### src/rtl/mac_pkg.sv
// rtl/mac_pkg.sv - shared constants, state encoding and coefficient tables for the MAC stream feeder
package mac_pkg;

    localparam logic [31:0] NAN_SENTINEL = 32'h7F90_0000;
    localparam int          COEF_COUNT   = 10;

    typedef enum logic [2:0] {
        IDLE,
        SEND_SIG,
        SIG_END,
        SEND_COEF,
        COEF_END,
        DONE
    } state_e;

    localparam logic [31:0] SELU_COEF [COEF_COUNT] = '{
        32'h3493_F27D, 32'h3638_EF1D, 32'h37D0_0D01, 32'h3950_0D01, 32'h3AB6_0B61,
        32'h3C08_8889, 32'h3D2A_AAAB, 32'h3E2A_AAAB, 32'h3F00_0000, 32'h3F80_0000
    };

    localparam logic [31:0] TANH_COEF [COEF_COUNT] = '{
        32'h2317_A4DB, 32'h274A_963B, 32'h2B57_3F9F, 32'h2F30_9231, 32'h32D7_322B,
        32'h3638_EF1D, 32'h3950_0D01, 32'h3C08_8889, 32'h3E2A_AAAB, 32'h3F80_0000
    };

    function automatic logic [31:0] coef_word(input logic tanh_sel, input logic [3:0] idx);
        if (idx >= 4'(COEF_COUNT)) return '0;
        return tanh_sel ? TANH_COEF[idx] : SELU_COEF[idx];
    endfunction

    // Sign bit is irrelevant to NaN detection, so only bits 30:0 are taken.
    function automatic logic is_nan(input logic [30:0] w);
        return (w[30:23] == 8'hFF) && (w[22:0] != 23'd0);
    endfunction

endpackage

### src/rtl/mac_stream_feeder_if.sv
// rtl/mac_stream_feeder_if.sv - sample input stream and MAC-side output bundle of the feeder
interface mac_stream_feeder_if #(
    parameter int DATA_WIDTH = 32
);
    logic [DATA_WIDTH-1:0] sample_i;
    logic                  sample_valid_i;
    logic                  sample_last_i;
    logic                  sample_ready_o;
    logic                  mode;
    logic [DATA_WIDTH-1:0] signal_fifo;
    logic                  signal_wr_o;
    logic [DATA_WIDTH-1:0] coeff_fifo;
    logic                  coeff_wr_o;
    logic                  busy_o;
    logic                  done_o;
    logic                  nan_drop_o;

    modport master (
        output sample_i, sample_valid_i, sample_last_i, mode,
        input  sample_ready_o, signal_fifo, signal_wr_o, coeff_fifo, coeff_wr_o,
        input  busy_o, done_o, nan_drop_o
    );

    modport slave (
        input  sample_i, sample_valid_i, sample_last_i, mode,
        output sample_ready_o, signal_fifo, signal_wr_o, coeff_fifo, coeff_wr_o,
        output busy_o, done_o, nan_drop_o
    );
endinterface

### src/rtl/feeder_buf.sv
// rtl/feeder_buf.sv - simple dual-port sample buffer, one write port and one asynchronous read port
module feeder_buf #(
    parameter int DATA_WIDTH = 32,
    parameter int ADDR_LINES = 5
) (
    input  logic                  clk_i,
    input  logic                  wr_en_i,
    input  logic [ADDR_LINES-1:0] wr_addr_i,
    input  logic [DATA_WIDTH-1:0] wr_data_i,
    input  logic [ADDR_LINES-1:0] rd_addr_i,
    output logic [DATA_WIDTH-1:0] rd_data_o
);
    logic [DATA_WIDTH-1:0] mem_q [2**ADDR_LINES];

    always_ff @(posedge clk_i) begin
        if (wr_en_i) mem_q[wr_addr_i] <= wr_data_i;
    end

    assign rd_data_o = mem_q[rd_addr_i];
endmodule

### src/rtl/mac_stream_feeder.sv
// rtl/mac_stream_feeder.sv - buffers a sample burst, then streams samples, sentinel, coefficient table, sentinel
module mac_stream_feeder
    import mac_pkg::*;
#(
    parameter int DATA_WIDTH = 32,
    parameter int ADDR_LINES = 5
) (
    input  logic                clk_i,
    input  logic                rstn_i,
    mac_stream_feeder_if.slave  bus
);
    localparam int DEPTH = 2**ADDR_LINES;
    localparam int CW    = ADDR_LINES + 1;

    state_e                state_q;
    logic [ADDR_LINES-1:0] wr_ptr_q;
    logic [CW-1:0]         rd_ptr_q;
    logic [CW-1:0]         count_q;
    logic [3:0]            coef_idx_q;
    logic                  mode_q;
    logic [DATA_WIDTH-1:0] signal_q;
    logic [DATA_WIDTH-1:0] coeff_q;
    logic                  signal_wr_q;
    logic                  coeff_wr_q;
    logic                  done_q;
    logic                  nan_drop_q;

    logic                  accept;
    logic                  sample_nan;
    logic                  store;
    logic                  close;
    logic [CW-1:0]         count_d;
    logic [DATA_WIDTH-1:0] buf_rd_data;

    assign accept     = (state_q == IDLE) && bus.sample_valid_i;
    assign sample_nan = is_nan(bus.sample_i[30:0]);
    assign store      = accept && !sample_nan;
    assign count_d    = count_q + CW'(store);
    // A dropped NaN can still close a burst, but never an empty one.
    assign close      = accept && ((bus.sample_last_i && (count_d != '0)) || (count_d == CW'(DEPTH)));

    feeder_buf #(
        .DATA_WIDTH (DATA_WIDTH),
        .ADDR_LINES (ADDR_LINES)
    ) u_buf (
        .clk_i     (clk_i),
        .wr_en_i   (store),
        .wr_addr_i (wr_ptr_q),
        .wr_data_i (bus.sample_i),
        .rd_addr_i (rd_ptr_q[ADDR_LINES-1:0]),
        .rd_data_o (buf_rd_data)
    );

    always_ff @(posedge clk_i or negedge rstn_i) begin
        if (!rstn_i) begin
            state_q     <= IDLE;
            wr_ptr_q    <= '0;
            rd_ptr_q    <= '0;
            count_q     <= '0;
            coef_idx_q  <= '0;
            mode_q      <= 1'b0;
            signal_q    <= '0;
            coeff_q     <= '0;
            signal_wr_q <= 1'b0;
            coeff_wr_q  <= 1'b0;
            done_q      <= 1'b0;
            nan_drop_q  <= 1'b0;
        end else begin
            signal_wr_q <= 1'b0;
            coeff_wr_q  <= 1'b0;
            done_q      <= 1'b0;
            nan_drop_q  <= 1'b0;
            case (state_q)
                IDLE: begin
                    if (accept) begin
                        nan_drop_q <= sample_nan;
                        count_q    <= count_d;
                        if (store) wr_ptr_q <= wr_ptr_q + ADDR_LINES'(1);
                        if (close) begin
                            state_q  <= SEND_SIG;
                            mode_q   <= bus.mode;
                            rd_ptr_q <= '0;
                        end
                    end
                end
                SEND_SIG: begin
                    signal_wr_q <= 1'b1;
                    if (rd_ptr_q == count_q) begin
                        signal_q <= DATA_WIDTH'(NAN_SENTINEL);
                        state_q  <= SIG_END;
                    end else begin
                        signal_q <= buf_rd_data;
                        rd_ptr_q <= rd_ptr_q + CW'(1);
                    end
                end
                SIG_END: begin
                    coeff_q    <= DATA_WIDTH'(coef_word(mode_q, 4'd0));
                    coeff_wr_q <= 1'b1;
                    coef_idx_q <= 4'd1;
                    state_q    <= SEND_COEF;
                end
                SEND_COEF: begin
                    coeff_wr_q <= 1'b1;
                    if (coef_idx_q == 4'(COEF_COUNT)) begin
                        coeff_q <= DATA_WIDTH'(NAN_SENTINEL);
                        state_q <= COEF_END;
                    end else begin
                        coeff_q    <= DATA_WIDTH'(coef_word(mode_q, coef_idx_q));
                        coef_idx_q <= coef_idx_q + 4'd1;
                    end
                end
                COEF_END: begin
                    done_q   <= 1'b1;
                    wr_ptr_q <= '0;
                    rd_ptr_q <= '0;
                    count_q  <= '0;
                    state_q  <= DONE;
                end
                DONE:    state_q <= IDLE;
                default: state_q <= IDLE;
            endcase
        end
    end

    assign bus.sample_ready_o = (state_q == IDLE);
    assign bus.busy_o         = (state_q != IDLE);
    assign bus.signal_fifo    = signal_q;
    assign bus.signal_wr_o    = signal_wr_q;
    assign bus.coeff_fifo     = coeff_q;
    assign bus.coeff_wr_o     = coeff_wr_q;
    assign bus.done_o         = done_q;
    assign bus.nan_drop_o     = nan_drop_q;
endmodule

### src/flat_wrapper.sv
// flat-port wrapper written by rule: the top's interface ports become plain ports
module mac_stream_feeder_flat import mac_pkg::*;
#(
    parameter int DATA_WIDTH = 32,
    parameter int ADDR_LINES = 5
)
  (clk_i, rstn_i, bus_sample_i, bus_sample_valid_i, bus_sample_last_i, bus_mode, bus_sample_ready_o, bus_signal_fifo, bus_signal_wr_o, bus_coeff_fifo, bus_coeff_wr_o, bus_busy_o, bus_done_o, bus_nan_drop_o);
  mac_stream_feeder_if #(.DATA_WIDTH(DATA_WIDTH)) bus_i ();
  input  logic clk_i;
  input  logic rstn_i;
  input wire logic [$bits(bus_i.sample_i)-1:0] bus_sample_i;
  input wire logic [$bits(bus_i.sample_valid_i)-1:0] bus_sample_valid_i;
  input wire logic [$bits(bus_i.sample_last_i)-1:0] bus_sample_last_i;
  input wire logic [$bits(bus_i.mode)-1:0] bus_mode;
  output wire logic [$bits(bus_i.sample_ready_o)-1:0] bus_sample_ready_o;
  output wire logic [$bits(bus_i.signal_fifo)-1:0] bus_signal_fifo;
  output wire logic [$bits(bus_i.signal_wr_o)-1:0] bus_signal_wr_o;
  output wire logic [$bits(bus_i.coeff_fifo)-1:0] bus_coeff_fifo;
  output wire logic [$bits(bus_i.coeff_wr_o)-1:0] bus_coeff_wr_o;
  output wire logic [$bits(bus_i.busy_o)-1:0] bus_busy_o;
  output wire logic [$bits(bus_i.done_o)-1:0] bus_done_o;
  output wire logic [$bits(bus_i.nan_drop_o)-1:0] bus_nan_drop_o;
  assign bus_i.sample_i = bus_sample_i;
  assign bus_i.sample_valid_i = bus_sample_valid_i;
  assign bus_i.sample_last_i = bus_sample_last_i;
  assign bus_i.mode = bus_mode;
  assign bus_sample_ready_o = bus_i.sample_ready_o;
  assign bus_signal_fifo = bus_i.signal_fifo;
  assign bus_signal_wr_o = bus_i.signal_wr_o;
  assign bus_coeff_fifo = bus_i.coeff_fifo;
  assign bus_coeff_wr_o = bus_i.coeff_wr_o;
  assign bus_busy_o = bus_i.busy_o;
  assign bus_done_o = bus_i.done_o;
  assign bus_nan_drop_o = bus_i.nan_drop_o;
  mac_stream_feeder #(.DATA_WIDTH(DATA_WIDTH), .ADDR_LINES(ADDR_LINES)) u_core (.clk_i(clk_i), .rstn_i(rstn_i), .bus(bus_i));
endmodule
### config.mk
export PLATFORM = sky130hd
export DESIGN_NAME = mac_stream_feeder_flat
export DESIGN_NICKNAME = d
export VERILOG_FILES = /design/src/rtl/mac_pkg.sv /design/src/rtl/mac_stream_feeder_if.sv /design/src/rtl/feeder_buf.sv /design/src/rtl/mac_stream_feeder.sv /design/src/flat_wrapper.sv
export SDC_FILE = /design/constraint.sdc
export NUM_CORES = 1
export LEC_CHECK = 0
export CAP_MARGIN = 15
export CORE_MARGIN = 8
export CORE_UTILIZATION = 45
export CTS_BUF_LIST = sky130_fd_sc_hd__clkbuf_16
export CTS_CLUSTER_DIAMETER = 50
export CTS_CLUSTER_SIZE = 20
export DETAILED_ROUTE_END_ITERATION = 10
export SYNTH_ARGS = -nofsm -noshare
export SYNTH_HDL_FRONTEND = slang
export SYNTH_HIERARCHICAL = 1
export SYNTH_SLANG_ARGS = --single-unit
### constraint.sdc
create_clock -name clk_i -period 5.1 [get_ports clk_i]
set_clock_uncertainty 0.2 [all_clocks]
set_input_delay 0.765 -clock clk_i [delete_from_list [all_inputs] [get_ports clk_i]]
set_output_delay 0.765 -clock clk_i [all_outputs]
set_load 0.01 [all_outputs]
# Word-level counts from Yosys, hierarchy flattened

Memories as Yosys holds them, arrays and structs flattened.
Cells that the tools add are included.

Add/subtract/negate cells: 4
Magnitude comparators: 2
Equality and inequality tests: 15
Muxes and demuxes: 37
Bitwise gates (word level): 1
Reduce and logical (&&, ||, !) cells: 21

Operators by type and width:

| operator                                               | number |
|---|---|
| 2-to-1 mux 32 bit                                      | 9 |
| case mux 32 bit (2 select lines)                       | 1 |
| 2-to-1 mux 29 bit                                      | 1 |
| 2-to-1 mux 6 bit                                       | 4 |
| nonzero test 23 bit                                    | 1 |
| case mux 6 bit (3 select lines)                        | 1 |
| case mux 3 bit (5 select lines)                        | 1 |
| 2-to-1 mux 3 bit                                       | 4 |
| case mux 6 bit (2 select lines)                        | 1 |
| 2-to-1 mux 1 bit                                       | 10 |
| 2-to-1 mux 5 bit                                       | 2 |
| inequality test 2 x 1 -> 1 bit (second input constant) | 5 |
| case mux 5 bit (2 select lines)                        | 1 |
| equality test 8 bit (second input constant)            | 1 |
| case mux 4 bit (2 select lines)                        | 1 |
| AND reduction 4 bit                                    | 2 |
| adder 6 x 1 -> 6 bit                                   | 1 |
| adder 6 x 1 -> 6 bit (second input constant)           | 1 |
| equality test 3 x 2 -> 1 bit (second input constant)   | 2 |
| equality test 6 bit                                    | 1 |
| equality test 6 bit (second input constant)            | 1 |
| AND reduction 3 bit                                    | 2 |
| nonzero test 3 bit                                     | 2 |
| nonzero test 6 bit                                     | 1 |
| 17 further kinds                                       | 24 |

Register bits after elaboration: 93
Memory bits (writable): 1024
Memory bits (read-only): 1024
Input bits: 37
Output and inout bits: 70
Logic and storage cells: 95
Memories kept: 3

Memory list:

| memory             | depth | bits a word | read ports | clocked after memory_dff | wr ports | line             | source |
|---|---|---|---|---|---|---|---|
| u_core.u_buf.mem_q | 32    | 32          | 1          | 0                        | 1        | feeder_buf.sv:13 | `logic [DATA_WIDTH-1:0] mem_q [2**ADDR_LINES];` |
| (name not given)   | 16    | 32          | 1          | 0                        | 0        | mac_pkg.sv:28    | `return tanh_sel ? TANH_COEF[idx] : SELU_COEF[idx];` |
| (name not given)   | 16    | 32          | 1          | 0                        | 0        | mac_pkg.sv:28    |  |

# Longest topological paths before layout

Gate-level depths: netlist of the first run.

Depth in word-level cells: 12
Depth in mapped cells: 13
Gate-level depth less buffers: 13

# Modules after synthesis

Netlist of the first run, hierarchy kept.

Modules (own cells, without submodules):

| module            | times used | cells each | area each (um^2) |
|---|---|---|---|
| feeder_buf        | 1          | 2228       | 39844.5 |
| mac_stream_feeder | 1          | 492        | 4778.3 |

# Least setup slack after synthesis of the first run

Ideal clock, no wire load.

Path kind: input-to-reg
Start point: input bus_sample_i[10]
End point: memory u_core.u_buf.mem_q[28][10] (enable)
Library setup time: 0.421 ns
Arrival: 3.853 ns
Data required time: 4.479 ns
Slack: 0.626 ns
Stages on the path: 8
Path through: nor4_1 nand4_1 o21ai_1 nand3_1 nor2_1 or3b_2 clkbuf_1 nor2_1

Cells in the longest elaborated chain, start to end: 6

Ends and longest elaborated chain:

| what                                   | line                    | source |
|---|---|---|
| from (decl)                            | flat_wrapper.sv:11      | `input wire logic [$bits(bus_i.sample_i)-1:0] bus_sample_i;` |
| nonzero test 23 bit                    | mac_pkg.sv:33           | `return (w[30:23] == 8'hFF) && (w[22:0] != 23'd0);` |
| logical AND 1 bit                      | mac_pkg.sv:33           |  |
| logical NOT 1 bit                      | mac_stream_feeder.sv:37 | `assign store = accept && !sample_nan;` |
| logical AND 1 bit                      | mac_stream_feeder.sv:37 |  |
| via u_core.store                       | mac_stream_feeder.sv:30 | `logic store;` |
| 2-to-1 mux 1 bit                       | feeder_buf.sv:16        | `if (wr_en_i) mem_q[wr_addr_i] <= wr_data_i;` |
| 2-to-1 mux 1 bit (implied by the code) | feeder_buf.sv:16        |  |
| to (decl)                              | feeder_buf.sv:13        |  |

The timed path passes the listed nets, and every way through them passes these cells.

# Worst setup path in the final report of the first run

Start point: input bus_sample_i[1]
End point: register u_core.state_q[0]

Cells in the longest elaborated chain, start to end: 11

Ends and longest elaborated chain:

| what                                              | line                    | source |
|---|---|---|
| nonzero test 23 bit *                             | mac_pkg.sv:33           |  |
| logical AND 1 bit *                               | mac_pkg.sv:33           |  |
| logical NOT 1 bit *                               | mac_stream_feeder.sv:37 |  |
| logical AND 1 bit *                               | mac_stream_feeder.sv:37 |  |
| via u_core.store                                  | mac_stream_feeder.sv:30 |  |
| adder 6 x 1 -> 6 bit *                            | mac_stream_feeder.sv:38 | `assign count_d = count_q + CW'(store);` |
| nonzero test 6 bit                                | mac_stream_feeder.sv:40 | `assign close = accept && ((bus.sample_last_i && (count_d != '0)) \|\| (count_d == CW'(DEPTH)));` |
| logical AND 1 bit                                 | mac_stream_feeder.sv:40 |  |
| logical OR 1 bit *                                | mac_stream_feeder.sv:40 |  |
| logical AND 1 bit *                               | mac_stream_feeder.sv:40 |  |
| inequality test 2 x 1 -> 1 bit (no source line) * | --                      |  |
| AND reduction 4 bit (no source line) *            | --                      |  |
| to (signal assigned)                              | mac_stream_feeder.sv:56 | `state_q <= IDLE;` |
| to (signal assigned)                              | mac_stream_feeder.sv:80 | `state_q <= SEND_SIG;` |
| to (signal assigned)                              | mac_stream_feeder.sv:90 | `state_q <= SIG_END;` |
| to (decl)                                         | mac_stream_feeder.sv:15 | `state_e state_q;` |

Mark *: on every way through the listed nets, which the timed path passes. The rest lies on a longest branch.
A chain may end at the register's enable or synchronous reset.

==> results.txt, run 1 <==
----------------------------------------------------
[Detailed routing]
  Initial DRC count ... 2500
  Number of vias per cell ... 5.83
  Detailed-route DRC error count ... 0
  Number of detailed-route iterations in the first pass ... 6
  Number of vias after detailed routing ... 25100
  DRT Wirelength ... 120 mm
  Antenna Nets Post-Route ... 0
  Routed wirelength normalized by instance count ... 27.8 um

[Power and ir drop]
  Worst VDD drop ... 313 uV
  Post-layout power ... 27800 uW
  Pleak ... 0.0182 uW
  Pwr/cell area ... 530 mW/mm^2

[Worst hold path]
  Class of the tightest hold or removal check ... flop to flop
  Worst Hold Depth ... 2

[Synthesis]
  Netlist Area Pre-Place ... 0.0446 mm^2
  Synthesis warning total ... 6
  Post-synthesis sequential element count ... 1116
  Post-synthesis async set-or-reset flop share ... 8.24%
  Mapped Cells ... 2720
  Top area cells in the synthesized netlist ... edfxtp_1 69%, mux2i_1 12%, dfrtp_1 5.2%, a22o_1 1.8%, a22oi_1 1.6%
  Number of synthesized flops with an enable pin ... 1024
  Most numerous cell types in the synthesized netlist ... 1024 x edfxtp_1, 516 x mux2i_1, 149 x nand2_1
  Distinct cells, synth ... 68
  Post-synthesis average cell area ... 16.4 um^2
  Dominant cell type by area after synthesis ... edfxtp_1
  Proportion of synthesized chip area in sequential cells ... 74.1%
  Top_reg_cell synth ... edfxtp_1
  Top cell type's share of synthesized area ... 68.9%
  Syn_nets ... 2772
  Most frequently used cell type in the post-synthesis netlist ... edfxtp_1

[CTS]
  CTS tree ... done
  H-tree levels ... 3
  Clock tree sinks ... 1116
  Clock-pin slew of the registers on the worst-case setup and hold paths ... 60 ps
  Number of CTS-inserted buffers ... 110
  Buffers from clock root to sink, at most ... 3
  Clock root buffer ... clkbuf_16
  Setup fix buffers added after clock tree synthesis ... 0
  Clock insertion delay at the later pin of the skew report ... 680 ps
  Quantity of gates resized following cts ... 0

[Timing]
  Fmax ... 0.223 GHz
  Slew at the pin closest to its max-slew limit ... 973 ps
  Number of pins with negative max-slew slack in the final report ... 0
  Final critical path time including I/O delays and setup ... 4480 ps
  Slew margin rel. ... 35.2%
  Share of the clock period used by the worst path ... 87.9%
  Final setup fails ... 0
  Smallest setup slack after layout ... 618 ps
  Setup repair after global routing missed its margin ... false
  Hold Vio Cnt, Final ... 0

[Worst setup path]
  Kind of capture point of the worst setup path ... flop
  Highest fanout seen on the critical path ... 5
  Startpoint Class ... input pin
  Critical Path RT ... 5470 ps
  Category of the most critical setup path ... input pin to flop
  Cell count of the worst reg-to-reg path ... 6
  Arrival time at the worst endpoint ... 4850 ps

[Place]
  Count of port buffers added during placement ... 105
  Gpl congestion ... 0.877
  Area post-placement ... 0.0484 mm^2
  Post-DP HPWL ... 75.8 mm
  Total instance count after detailed placement ... 4104
  Pre-CTS setup slack ... 0.669 ps

[Global route]
  Number of global-route vias before repair ... 25200
  Gr usage total ... 21.6%
  Largest net degree at the start of global routing ... 82
  Overall overflow remaining after global route ... 0
  First-pass GRT wire length ... 174 mm
  Number of antenna violations at the first check in global routing ... 2

[Cells and area]
  Non-Filler Cell Area, Final ... 0.0524 mm^2
  Share of final-layout standard cells stronger than drive strength 1 ... 13.7%
  Area occupied by multi-input gates ... 0.0109 mm^2
  Layout overhead on the synthesized area ... 17.5%
  Antenna cells ... 0
  Number of standard cells in the layout, taps in and fillers out ... 4312
  Nets ... 2982
  Fillers ... 7797
  Sequential cell area ... 0.0331 mm^2

[Die]
  Die outline width ... 331 um
  Area enclosed by the die boundary ... 0.109 mm^2
  Core ar. ... 0.0983 mm^2
  Count of boundary I/O pins ... 107
  Die H ... 331 um
  Initial Util ... 45.4%
  Std cell rows ... 115

[Run status]
  Outcome ... finished clean

[Flow run]
  Maximum Capacitance Violations ... 0

----------------------------------------------------
==> cell families after synthesis <==
group | count (synthesis) | synth area share [%]
mux | 519 | 11.7
buf+inv | 181 | 2.19
simple gates | 414 | 4.25
flops | 1116 | 74.1
compound gates | 458 | 7.05
fa+ha+maj | 15 | 0.421
xor+xnor | 16 | 0.331
other cells | 1 | 0.00840
==> routing by layer <==
layer | vias to the layer above | routed length, um | part of all wire, % | global-route usage [%]
met5 | - | 0 | 0 | 0
met4 | 0 | 3300 | 2.8 | 6.56
met3 | 172 | 7480 | 6.2 | 3.07
met2 | 920 | 60000 | 50 | 36.9
met1 | 12900 | 49000 | 41 | 28.7
li1 | 11200 | - | - | -
==> power by group <==
group / internal (uW) / total (uW) / leakage [uW] / switching (uW)
clock: 4930 / 8700 / 0.00194 / 3770
sequential: 10400 / 10800 / 0.0103 / 429
combinational: 3190 / 8290 / 0.00590 / 5090
total: 18500 / 27800 / 0.0182 / 9290
==> critical path: stages <==
cell and delay [ps]:
clkdlybuf4s50_1 520, nor4_2 320, buf_4 230, nand4_1 150
buf_4 180, o21ai_1 470, buf_4 220, nand3_1 90
nor2_1 230, ha_1 190, ha_1 200, nor3_1 80
a31o_2 250, nand3_2 90, mux2i_1 380, o21ai_0 160
a211o_1 300
==> worst paths after layout <==
path	endpoint	startpoint	slack [ps]
worst max-delay path	u_core/state_q[0]$_DFFE_PN0P_	bus_sample_i[1]	620
worst min-delay path	u_core/bus.coeff_fifo[6]$_DFFE_PN0P_	u_core/bus.coeff_fifo[6]$_DFFE_PN0P_	280
worst max register to register	u_core/bus.signal_fifo[10]$_DFFE_PN0P_	u_core/rd_ptr_q[2]$_DFFE_PN0P_	1450
worst min register to register	u_core/bus.coeff_fifo[6]$_DFFE_PN0P_	u_core/bus.coeff_fifo[6]$_DFFE_PN0P_	280
max in group asynchronous	u_core/bus.signal_fifo[1]$_DFFE_PN0P_	rstn_i	3210
min in group asynchronous	u_core/bus.coeff_fifo[16]$_DFFE_PN0P_	rstn_i	540
==> cell usage in the layout (no fill, tap or decap), types with 45 or more instances in the layout <==
cell type        count
edfxtp_1          1024
nand3_1            114
dfrtp_1             91
nand2_1            148
clkbuf_16          114
a21oi_1            124
o21ai_0             45
a22o_1              92
buf_4              108
buf_12              50
a22oi_1             98
mux2i_1            516
clkdlybuf4s50_1    103
==> registers in the layout, indices dropped and copies added (netlist names) <==
signal	cells
u_core/bus.coeff_fifo	31
u_core/bus.coeff_wr_o	1
u_core/bus.done_o	1
u_core/bus.nan_drop_o	1
u_core/bus.signal_fifo	32
u_core/bus.signal_wr_o	1
u_core/coef_idx_q	4
u_core/count_q	6
u_core/mode_q	1
u_core/rd_ptr_q	6
u_core/state_q	3
u_core/u_buf/mem_q	1024
u_core/wr_ptr_q	5
==> through the flow <==
stage          setup TNS, ps  utilization [%]  hold slack, ps
2_1_floorplan              0                -             269
3_3_place_gp           -22.1             49.3             264
3_5_place_dp               0             49.3             265
4_1_cts                    0             53.3             279
5_1_grt                    0             53.3             300
6_report                   0             53.3             279
==> area by class of cell <==
type,instances,share of cell area [%]
inverters,16,0.115
well taps,1287,3.07
flip-flops and latches,1116,63.1
clock buffers,114,5.44
clock inverters,93,2.13
repair buffers,263,5.45
multi-input cells,1423,20.7
==> what timing repair did <==
| action | in CTS | in global routing |
|---|---|---|
| setup endpoints to repair | 0 | 0 |
| endpoints found under the hold margin | 19 | 0 |
| hold buffers | 1 | 0 |
No activity file was read; power rests on OpenSTA's default activity.
==> run 2, diff against run 1 <==
- GPL_TIMING_DRIVEN: unset -> 1
==> results of run 2 <==
No change in the layout: final DEF, timing and power equal those of run 1.
